`src/rtl/ps2_host_tx.sv`:
```
// Host-to-device PS/2 command transmitter driving open-collector lines via output enables.
// Optional: define PS2_TX_RETRY_EN to retry a NACKed or timed-out byte up to twice before err.
module ps2_host_tx #(
  parameter int INHIBIT_CYCLES = 5000,
  parameter int TIMEOUT_CYCLES = 750000,
  parameter int SYNC_STAGES    = 2
) (
  input  logic       CLOCK_50,
  input  logic       reset_n,
  input  logic       send,
  input  logic [7:0] cmd_byte,
  input  logic       ps2_clk_in,
  input  logic       ps2_dat_in,
  output logic       ps2_clk_oe,
  output logic       ps2_dat_oe,
  output logic       ready,
  output logic       done,
  output logic       err
);

  localparam int IW = $clog2(INHIBIT_CYCLES + 1);

  typedef enum logic [2:0] {
    S_IDLE, S_INHIBIT, S_REQ, S_SEND, S_ACK, S_WAIT_IDLE, S_FAIL
  } state_t;

  state_t            state, state_n;
  logic [IW-1:0]     inh_cnt, inh_n;
  logic [19:0]       to_cnt, to_n;
  logic [20:0]       to_inc;
  logic [3:0]        bit_idx, bit_n;
  logic [8:0]        frame_q, frame_n;
  logic [8:0]        shreg, sh_n;
  logic              clk_oe_n, dat_oe_n, ready_n, done_n, err_n;
  logic              fail_now;
`ifdef PS2_TX_RETRY_EN
  logic [1:0]        retry_cnt, retry_n;
`endif

  // Idle lines float high, so the synchronisers reset to 1 to avoid a false edge.
  logic [SYNC_STAGES-1:0] clk_sync, dat_sync;
  logic                   clk_prev, clk_s, dat_s, fe;

  always_ff @(posedge CLOCK_50 or negedge reset_n) begin
    if (!reset_n) begin
      clk_sync <= '1;
      dat_sync <= '1;
      clk_prev <= 1'b1;
    end else begin
      clk_sync <= {clk_sync[SYNC_STAGES-2:0], ps2_clk_in};
      dat_sync <= {dat_sync[SYNC_STAGES-2:0], ps2_dat_in};
      clk_prev <= clk_s;
    end
  end

  assign clk_s  = clk_sync[SYNC_STAGES-1];
  assign dat_s  = dat_sync[SYNC_STAGES-1];
  assign fe     = clk_prev & ~clk_s;
  assign to_inc = {1'b0, to_cnt} + 21'd1;

  always_ff @(posedge CLOCK_50 or negedge reset_n) begin
    if (!reset_n) begin
      state      <= S_IDLE;
      inh_cnt    <= '0;
      to_cnt     <= '0;
      bit_idx    <= '0;
      frame_q    <= '0;
      shreg      <= '0;
      ps2_clk_oe <= 1'b0;
      ps2_dat_oe <= 1'b0;
      ready      <= 1'b1;
      done       <= 1'b0;
      err        <= 1'b0;
`ifdef PS2_TX_RETRY_EN
      retry_cnt  <= '0;
`endif
    end else begin
      state      <= state_n;
      inh_cnt    <= inh_n;
      to_cnt     <= to_n;
      bit_idx    <= bit_n;
      frame_q    <= frame_n;
      shreg      <= sh_n;
      ps2_clk_oe <= clk_oe_n;
      ps2_dat_oe <= dat_oe_n;
      ready      <= ready_n;
      done       <= done_n;
      err        <= err_n;
`ifdef PS2_TX_RETRY_EN
      retry_cnt  <= retry_n;
`endif
    end
  end

  always_comb begin
    state_n  = state;
    inh_n    = inh_cnt;
    to_n     = to_cnt;
    bit_n    = bit_idx;
    frame_n  = frame_q;
    sh_n     = shreg;
    clk_oe_n = ps2_clk_oe;
    dat_oe_n = ps2_dat_oe;
    done_n   = 1'b0;
    err_n    = 1'b0;
    fail_now = 1'b0;
`ifdef PS2_TX_RETRY_EN
    retry_n  = retry_cnt;
`endif

    case (state)
      S_IDLE: begin
        clk_oe_n = 1'b0;
        dat_oe_n = 1'b0;
        if (send) begin
          frame_n  = {~^cmd_byte, cmd_byte};
          inh_n    = '0;
          clk_oe_n = 1'b1;
          dat_oe_n = (INHIBIT_CYCLES == 1);
          state_n  = S_INHIBIT;
`ifdef PS2_TX_RETRY_EN
          retry_n  = '0;
`endif
        end
      end
      S_INHIBIT: begin
        if (inh_cnt == IW'(INHIBIT_CYCLES - 1)) begin
          clk_oe_n = 1'b0;
          dat_oe_n = 1'b1;
          to_n     = '0;
          state_n  = S_REQ;
        end else begin
          inh_n    = inh_cnt + 1'b1;
          // Start bit goes out one cycle early so it overlaps the last inhibit cycle.
          dat_oe_n = (inh_cnt + 1'b1 == IW'(INHIBIT_CYCLES - 1));
        end
      end
      S_REQ: begin
        sh_n    = frame_q;
        bit_n   = '0;
        state_n = S_SEND;
      end
      S_SEND: begin
        if (fe) begin
          if (bit_idx == 4'd9) begin
            dat_oe_n = 1'b0;
            state_n  = S_ACK;
          end else begin
            dat_oe_n = ~shreg[0];
            sh_n     = {1'b0, shreg[8:1]};
            bit_n    = bit_idx + 4'd1;
          end
        end
      end
      S_ACK: begin
        if (fe) begin
          if (!dat_s) state_n  = S_WAIT_IDLE;
          else        fail_now = 1'b1;
        end
      end
      S_WAIT_IDLE: begin
        if (clk_s && dat_s) begin
          done_n  = 1'b1;
          state_n = S_IDLE;
        end
      end
      S_FAIL: begin
        clk_oe_n = 1'b0;
        dat_oe_n = 1'b0;
        state_n  = S_IDLE;
      end
      default: state_n = S_IDLE;
    endcase

    // Timeout runs across the whole device phase and wins over any same-cycle edge.
    if (state inside {S_REQ, S_SEND, S_ACK, S_WAIT_IDLE}) begin
      to_n = to_inc[20] ? to_cnt : to_inc[19:0];
      if (to_inc >= 21'(TIMEOUT_CYCLES)) fail_now = 1'b1;
    end

    if (fail_now) begin
      clk_oe_n = 1'b0;
      dat_oe_n = 1'b0;
      done_n   = 1'b0;
`ifdef PS2_TX_RETRY_EN
      if (retry_cnt != 2'd2) begin
        retry_n  = retry_cnt + 2'd1;
        inh_n    = '0;
        clk_oe_n = 1'b1;
        dat_oe_n = (INHIBIT_CYCLES == 1);
        state_n  = S_INHIBIT;
      end else begin
        err_n   = 1'b1;
        state_n = S_FAIL;
      end
`else
      err_n   = 1'b1;
      state_n = S_FAIL;
`endif
    end

    ready_n = (state_n == S_IDLE);
  end

endmodule

```
`config.mk`:
```
export PLATFORM = sky130hd
export DESIGN_NAME = ps2_host_tx
export DESIGN_NICKNAME = d
export VERILOG_FILES = /design/src/rtl/ps2_host_tx.sv
export SDC_FILE = /design/constraint.sdc
export NUM_CORES = 1
export LEC_CHECK = 0
export ABC_AREA = 1
export CELL_PAD_IN_SITES_DETAIL_PLACEMENT = 1
export CELL_PAD_IN_SITES_GLOBAL_PLACEMENT = 2
export CORE_UTILIZATION = 39
export DETAILED_ROUTE_END_ITERATION = 8
export PLACE_DENSITY_LB_ADDON = 0.1
export SYNTH_ARGS = -nofsm -noshare
export SYNTH_HDL_FRONTEND = slang
export SYNTH_SLANG_ARGS = --single-unit
```
`constraint.sdc`:
```
create_clock -name CLOCK_50 -period 4.8 [get_ports CLOCK_50]
set_input_delay 0.72 -clock CLOCK_50 [delete_from_list [all_inputs] [get_ports CLOCK_50]]
set_output_delay 0.72 -clock CLOCK_50 [all_outputs]
set_load 0.01 [all_outputs]
```
==> key figures, run 1 <==
Power and ir drop
  – Peak supply drop: 0.1602 mV
  – LEAKAGE: 2.052 nW
  – Pwr Density: 255.3 nW/um^2

Worst setup path
  – Critical path required time: 5.00 ns
  – Worst path arrival time: 2.72 ns
  – CP startpoint kind: flop
  – CP max FO: 25
  – Worst Setup Path Type: reg -> reg
  – Crit path capture type: flop

Place
  – Hpwl dp: 7.778 mm
  – PortBufs: 17
  – GPL Wtd Cong: 0.8523
  – Post-DP Area: 4282 um^2
  – Placed Cells: 659

Layout
  – Area Overhead vs Synth: 13.17%
  – Final std cells w/o fill: 675
  – Antenna Diode Count: 0
  – Nets@finish: 556
  – Layout cell share with drive strength beyond 1: 0.1273
  – Cell area after layout: 4506 um^2

STA
  – Hold WS: 0.3584 ns
  – Hold Vio Cnt, Final: 0
  – Slew Limit Fails: 0
  – Fin crit period: 2.519 ns
  – Final period utilization: 0.5248
  – Slew of the pin with the lowest slew margin: 0.6825 ns
  – F_max: 0.3970 GHz
  – Slew margin rel.: 0.5450
  – Setup tns final: 0 ns
  – Fin Clk Skew: 0.007415 ns
  – Finish-stage setup viols: 0
  – RSZ-0062 raised after global routing: false

Yosys
  – Synth async-reset ratio: 1.000
  – Area leader, netlist: dfrtp_1
  – Mean post-synth cell area: 7.731 um^2
  – Synth warn: 0
  – Seq/Total Area, Yosys: 0.4293
  – Primary FF master, synth: dfrtp_1
  – Distinct cell type count after synthesis: 40
  – Cell with the most instances after synthesis: nand2_1
  – Number of synthesized register bits: 68
  – Top post-synthesis cells by count: 128 x nand2_1, 68 x inv_1, 62 x dfrtp_1, 45 x nor2_1, 37 x nand3_1
  – Synthesized instance count: 515
  – Synth area leaders: dfrtp_1 39%, nand2_1 12%, inv_1 6.4%, nand3_1 4.7%, nor2_1 4.2%
  – Synth Cell Area: 3981 um^2
  – Top cell type's share of synthesized area: 0.3897
  – Post-synth EDFFs: 0
  – Mapped Nets: 534

Drt
  – Routed vias/inst: 5.153
  – TritonRoute pass-1 iters: 4
  – DR vias: 3478
  – DR DRC count: 0
  – Initial drt markers: 105
  – Number of routed nets with antenna violations: 0
  – WL final: 10.26 mm
  – WL/cell: 15.20 um

Die
  – Die area: 10620 um^2
  – Core Area: 9819 um^2
  – Chip Width: 103.0 um
  – Standard-cell rows: 36
  – Die Y: 103.0 um
  – Top Ports: 18
  – Starting Density: 0.4055

Clocking
  – CTS tree: done
  – Root Buffer: clkbuf_8
  – Hold Buf Count CTS: 0
  – Number of clock sinks: 68
  – Post-CTS sizing: 0
  – H-Tree Depth: 3
  – CTS clk-pin slew, worst paths: 0.08 ns
  – Worst skew pair latency: 0.34 ns
  – CTS Buffer Depth: 2
  – Total CTS buffers: 9
  – Post-CTS Setup Bufs: 0

Job
  – Max Cap Violations: 0

Global route
  – Initial antenna violation count: 0
  – Grt met3 use: 0.03932
  – Overall Global Routing Usage: 0.2123
  – Pin count of the biggest net entering global routing: 44
  – GR peak layer: met2
  – Total gr overflow: 0
  – Met2 Use GR: 0.3667
  – First-pass GRT wire length: 17.07 mm
  – Number of global-route vias before repair: 3578
  – GR Util met1: 0.2697

Worst hold path
  – Worst min path class: reg -> reg

Status
  – Status: finished clean
worst max-delay path, stage by stage, from the launching register on:
cell and delay [ns]:
dfrtp_1 0.42, inv_2 0.08, nand2_1 0.12, nor2_1 0.05
buf_4 0.20, nor3_2 0.42, inv_2 0.29, nand2_2 0.20
nand2_2 0.32, nand4_1 0.18, o21ai_0 0.09
stage by stage:
step           utilization  setup slack (ns)  power [W]
2_1_floorplan            -             2.908  0.0005987
3_3_place_gp        0.4360             2.149  0.0006234
3_5_place_dp        0.4360             2.105  0.0006244
4_1_cts             0.4588             2.277   0.001167
5_1_grt             0.4588             2.036   0.001196
6_report            0.4588             2.281   0.001150
cells in the final DEF, fill, tap and decap left out, drive strengths merged, types with 8 or more instances in the layout:
master	synthesis	final
nand2	139	139
inv	72	73
dfrtp	62	62
nor2	59	59
nand3	41	41
o21ai	35	35
nand4	17	17
clkdlybuf4s50	0	16
o22ai	15	15
clkbuf	4	9
mux2	8	8
nor3	8	8
where the power goes:
group	switching (W)	internal, W	leakage, nW
clock	0.000243	0.000295	0.102
sequential	0.00000119	0.000576	0.909
combinational	0.0000193	0.0000152	1.04
total	0.000264	0.000887	2.05
final cells by class:
cell class / instances / area (um^2)
timing repair buffer: 19 / 180.2
sequential: 68 / 1709
tap: 133 / 166.4
clock buffer: 9 / 123.9
fill: 1258 / 5314
multi-input combinational: 366 / 1952
inverter: 73 / 274.0
clock inverter: 7 / 100.1
registers in the layout, summed over array words and instances (netlist names):
name / count
clk_prev: 1
ps2_dat_oe: 1
err: 1
state: 3
shreg: 9
ps2_clk_oe: 1
to_cnt: 20
bit_idx: 4
done: 1
inh_cnt: 13
clk_sync: 2
frame_q: 9
dat_sync: 2
ready: 1
kinds of logic after synthesis:
family / share of synthesized area
AOI/OAI and AO/OA: 0.09711
xor gates and xnor gates: 0.03080
buffers and inverters: 0.08045
and+or+nand+nor: 0.3209
adders and majority gates: 0.01886
muxes: 0.02263
DFF: 0.4293
final timing paths:
path | slack (ns) | depth (start not counted) | endpoint | start
setup / recovery | 2.28 | 10 | to_cnt[5] | state[2]
hold / removal | 0.36 | 0 | dat_sync[1] | dat_sync[0]
setup reg to reg | 2.28 | 10 | to_cnt[5] | state[2]
hold reg to reg | 0.36 | 0 | dat_sync[1] | dat_sync[0]
max in group asynchronous | 3.35 | 2 | clk_sync[1] | reset_n
min in group asynchronous | 0.41 | 1 | to_cnt[4] | reset_n
metal layers:
| metal | share of wire | routed length [um] | vias up |
|---|---|---|---|
| li1 | - | - | 1729 |
| met1 | 0.46 | 4769 | 1699 |
| met2 | 0.50 | 5168 | 40 |
| met3 | 0.023 | 239 | 10 |
| met4 | 0.0081 | 83 | 0 |
| met5 | 0 | 0 | - |
Note: power is estimated with default switching activity, not from simulation.
==> run 2, diff against run 1 <==
Settings changed: CORE_UTILIZATION 39 to 36.
Clock period 4.8 ns to 2.4 ns, I/O delays scaled along.
==> run 2 against run 1 <==
Compared with the run above:
- first-iteration DRC count increased by 23%
- die area increased by 8.2%
- flip-flop and latch count unchanged
- critical path type unchanged
==> key figures, run 2 (synthesized netlist as in run 1, its figures left out) <==
Status
  – Status: finished clean

Clocking
  – Hold Buf Count CTS: 0
  – Post-CTS Setup Bufs: 0
  – H-Tree Depth: 3
  – Worst skew pair latency: 0.37 ns
  – Number of clock sinks: 68
  – CTS Buffer Depth: 2
  – Root Buffer: clkbuf_8
  – Post-CTS sizing: 0
  – CTS clk-pin slew, worst paths: 0.08 ns
  – Total CTS buffers: 9
  – CTS tree: done

Worst setup path
  – Reg2reg start: to_cnt[0]
  – CP max FO: 7
  – R2R Setup Slk: 0.19 ns
  – Critical path required time: 2.64 ns
  – Worst Setup SP: to_cnt[0]
  – CP startpoint kind: flop
  – Worst Setup Path Type: reg -> reg
  – Worst path arrival time: 2.45 ns
  – Crit path capture type: flop

Layout
  – Commonest cells after routing, fill and taps aside: 128 x nand2_1, 68 x inv_1, 61 x dfrtp_1
  – Fill count: 1338
  – Largest regs: to_cnt: 20 flops, inh_cnt: 13 flops
  – Final std cells w/o fill: 689
  – Area Overhead vs Synth: 14.39%
  – Antenna Diode Count: 0
  – Nets@finish: 563
  – Max reg flops: 20
  – Biggest register: to_cnt
  – Most common cell after layout, fill and taps aside: nand2_1
  – Layout cell share with drive strength beyond 1: 0.1384

Place
  – Hpwl dp: 7.830 mm
  – Placed Cells: 673
  – PortBufs: 17
  – GPL Wtd Cong: 0.8175

Drt
  – TritonRoute pass-1 iters: 4
  – DR vias: 3485
  – Routed vias/inst: 5.058
  – Initial drt markers: 129
  – DR DRC count: 0
  – Number of routed nets with antenna violations: 0
  – WL final: 10.49 mm
  – WL/cell: 15.23 um

Global route
  – Overall Global Routing Usage: 0.2063
  – Pin count of the biggest net entering global routing: 69
  – Number of global-route vias before repair: 3734
  – Initial antenna violation count: 0
  – Total gr overflow: 0
  – First-pass GRT wire length: 18.01 mm

Die
  – Starting Density: 0.3689
  – Core Area: 10790 um^2
  – Chip Width: 107.2 um
  – Standard-cell rows: 38
  – Die area: 11480 um^2
  – Top Ports: 18
  – Die Y: 107.2 um

STA
  – Finish-stage setup viols: 0
  – Hold Vio Cnt, Final: 0
  – Slew margin rel.: 0.3961
  – F_max: 0.4525 GHz
  – Setup tns final: 0 ns
  – Slew Limit Fails: 0
  – Fin Clk Skew: 0.01287 ns
  – Hold WS: 0.1171 ns
  – Slew of the pin with the lowest slew margin: 0.9058 ns
  – Final period utilization: 0.9209
  – Fin crit period: 2.210 ns

Power and ir drop
  – Pwr Density: 483.7 nW/um^2
  – Peak supply drop: 0.4410 mV
  – LEAKAGE: 2.073 nW
  – Pwr Total: 0.002203 W

Job
  – Max Cap Violations: 0

Worst hold path
  – Worst min path class: in -> async
[run 2: worst max-delay path, stage by stage (launching register included)]
cell	delay, ns
dfrtp_1	0.41
ha_2	0.24
nand2_2	0.08
nor2_4	0.17
nand3_2	0.14
o21ai_2	0.15
nand2_2	0.08
nor2_2	0.16
nand2_2	0.07
nor2_2	0.14
nand2_1	0.09
nand3_2	0.10
nand2_4	0.09
nand4_1	0.09
nand2_1	0.06
[run 2: layout make-up]
type	instances	area [um^2]	area share
Sequential cell	68	1710	0.3755
Tap cell	140	175.2	0.03846
Inverter	73	274.0	0.06016
Timing Repair Buffer	26	235.2	0.05165
Clock buffer	12	145.1	0.03187
Clock inverter	4	50.05	0.01099
Multi-Input combinational cell	366	1964	0.4313
[run 2: power breakdown]
group	internal, W	switching, W
clock	0.000508	0.000473
sequential	0.00115	0.00000231
combinational	0.0000297	0.0000376
total	0.00169	0.000513
[run 2: final timing paths]
path                               endpoint  depth (start not counted)
worst min register to register  dat_sync[1]                          0
max in group asynchronous         to_cnt[1]                          1
min in group CLOCK_50           dat_sync[1]                          0
worst min-delay path              to_cnt[7]                          1
worst max register to register   ps2_clk_oe                         14
worst max-delay path             ps2_clk_oe                         14
[run 2: through the flow]
stage	setup WS, ns	util	cell area [um^2]
2_1_floorplan	0.5080	-	3981
3_3_place_gp	0.1888	0.4026	4345
3_5_place_dp	0.1355	0.4026	4345
4_1_cts	0.1166	0.4207	4541
5_1_grt	-0.01975	0.4220	4554
6_report	0.1899	0.4220	4554
[run 2: per-layer routing]
metal,track usage,wire (um)
met3,0.03161,189
met4,0.09785,252
met1,0.2488,4861
met2,0.3585,5188
met5,0,0
==> run 3, diff against run 2 <==
Settings changed: CELL_PAD_IN_SITES_DETAIL_PLACEMENT 1 to default, CELL_PAD_IN_SITES_GLOBAL_PLACEMENT 2 to default, CORE_UTILIZATION 36 to 55, PLACE_DENSITY from default to 0.74, PLACE_DENSITY_LB_ADDON 0.1 to default.
Clock period 2.4 ns to 2.5 ns, I/O delays scaled along.
==> run 3 against run 2 <==
Compared with the run above:
- critical path depth decreased by 6
- global-route usage increased by 5.6 points
- sequential power decreased by 3%
- clock skew decreased by 0.0056 ns
- final area decreased by 0.80%
- highest routed layer unchanged
- routed wire length decreased by 14%
==> key figures, run 3 (synthesized netlist as in run 1, its figures left out) <==
Status
  – Status: finished clean

Layout
  – Layout cell share with drive strength beyond 1: 0.1319
  – Register area: 1709 um^2
  – Area Overhead vs Synth: 13.48%
  – Final std cells w/o fill: 642
  – Most common cell after layout, fill and taps aside: nand2_1
  – Commonest cells after routing, fill and taps aside: 128 x nand2_1, 68 x inv_1, 62 x dfrtp_1
  – Largest regs: to_cnt: 20 flops, inh_cnt: 13 flops
  – Area occupied by multi-input gates: 1952 um^2
  – Cell area after layout: 4518 um^2
  – Max reg flops: 20
  – Antenna Diode Count: 0
  – Biggest register: to_cnt
  – Nets@finish: 560
  – Fill count: 608

STA
  – Slew of the pin with the lowest slew margin: 0.4914 ns
  – Slew Limit Fails: 0
  – Fin Clk Skew: 0.007282 ns
  – F_max: 0.4316 GHz
  – Fin crit period: 2.317 ns
  – Setup tns final: 0 ns
  – RSZ-0062 raised after global routing: false
  – Final period utilization: 0.9268
  – Finish-stage setup viols: 0
  – Slew margin rel.: 0.6712
  – Hold Vio Cnt, Final: 0
  – Post-route setup slack: 0.1830 ns

Drt
  – Routed vias/inst: 5.604
  – WL/cell: 14.03 um
  – Initial drt markers: 202
  – WL final: 9.006 mm
  – DR vias: 3598
  – DR DRC count: 0
  – Number of routed nets with antenna violations: 0
  – TritonRoute pass-1 iters: 5

Worst setup path
  – Crit-path slowest cell: dfrtp_1
  – CP most frequent cell: nand2_2
  – Worst Setup Path Type: reg -> reg
  – Critical path required time: 2.72 ns
  – CP startpoint kind: flop
  – Critical Path Max Stage Delay: 0.44 ns
  – Crit path cell chain: nand2_1, nor2_1, nor3_2, inv_2, nand2_2, nand2_2, nand3_1, o21ai_0
  – CP max FO: 25
  – Worst path arrival time: 2.53 ns
  – Crit path capture type: flop
  – R2R Setup Slk: 0.18 ns

Die
  – Starting Density: 0.5764
  – Die Y: 87.08 um
  – Standard-cell rows: 30
  – Core Area: 6907 um^2
  – Die area: 7583 um^2
  – Top Ports: 18
  – Chip Width: 87.08 um

Power and ir drop
  – LEAKAGE: 2.093 nW
  – Pwr Total: 0.002276 W
  – Peak supply drop: 0.3301 mV
  – Pwr Density: 503.7 nW/um^2

Global route
  – Total gr overflow: 0
  – First-pass GRT wire length: 15.20 mm
  – Overall Global Routing Usage: 0.2625
  – Initial antenna violation count: 0
  – Pin count of the biggest net entering global routing: 69
  – Number of global-route vias before repair: 3373

Clocking
  – Post-CTS Setup Bufs: 0
  – H-Tree Depth: 3
  – Root Buffer: clkbuf_8
  – Post-CTS sizing: 0
  – CTS Buffer Depth: 2
  – CTS tree: done
  – Hold Buf Count CTS: 0
  – Worst skew pair latency: 0.36 ns
  – Total CTS buffers: 9
  – Number of clock sinks: 68
  – CTS clk-pin slew, worst paths: 0.07 ns

Place
  – Post-place setup slack: 0.2692 ns
  – PortBufs: 17
  – GPL Wtd Cong: 0.9083
  – Placed Cells: 626
  – Hpwl dp: 6.575 mm
  – Post-DP Area: 4278 um^2

Worst hold path
  – Worst min path class: in -> async

Job
  – Max Cap Violations: 0
-- run 3: power by group --
| group | internal [W] | switching [W] |
|---|---|---|
| Combinational | 0.0000314 | 0.0000350 |
| Clock | 0.000664 | 0.000436 |
| Sequential | 0.00111 | 0.00000244 |
-- run 3: worst paths after layout --
kind,start,end,cells past startpoint
setup / recovery,state[1],to_cnt[3],8
hold / removal,reset_n,to_cnt[19],2
setup reg to reg,state[1],to_cnt[3],8
hold reg to reg,dat_sync[0],dat_sync[1],0
max in group asynchronous,reset_n,dat_sync[0],2
min in group CLOCK_50,dat_sync[0],dat_sync[1],0
-- run 3: worst max-delay path, delay by kind of cell (launching register included) --
| family | cells | cell delay [ns] |
|---|---|---|
| flip-flops | 1 | 0.44 |
| AND/OR/NAND/NOR | 6 | 1.37 |
| buffers and inverters | 1 | 0.27 |
| AO/OA/AOI/OAI | 1 | 0.10 |
-- run 3: metrics by stage --
stage,hold slack [ns],utilization
2_1_floorplan,0.07941,-
3_3_place_gp,0.3459,0.6194
3_5_place_dp,0.3484,0.6194
4_1_cts,0.04386,0.6542
5_1_grt,0.05737,0.6542
6_report,0.01307,0.6542
-- run 3: layout make-up --
cell class | instances | share of cell area
clock buffers | 10 | 0.02825
clock inverters | 6 | 0.02492
inverters | 73 | 0.06065
multi-input cells | 366 | 0.4320
flip-flops and latches | 68 | 0.3783
well taps | 96 | 0.02659
repair buffers | 23 | 0.04929
-- run 3: layer usage --
metal,global-route usage,vias up,share of wire
li1,-,1752,-
met4,0.1136,0,0.021
met3,0.04455,17,0.054
met2,0.4273,113,0.48
met1,0.3458,1716,0.45
met5,0,-,0
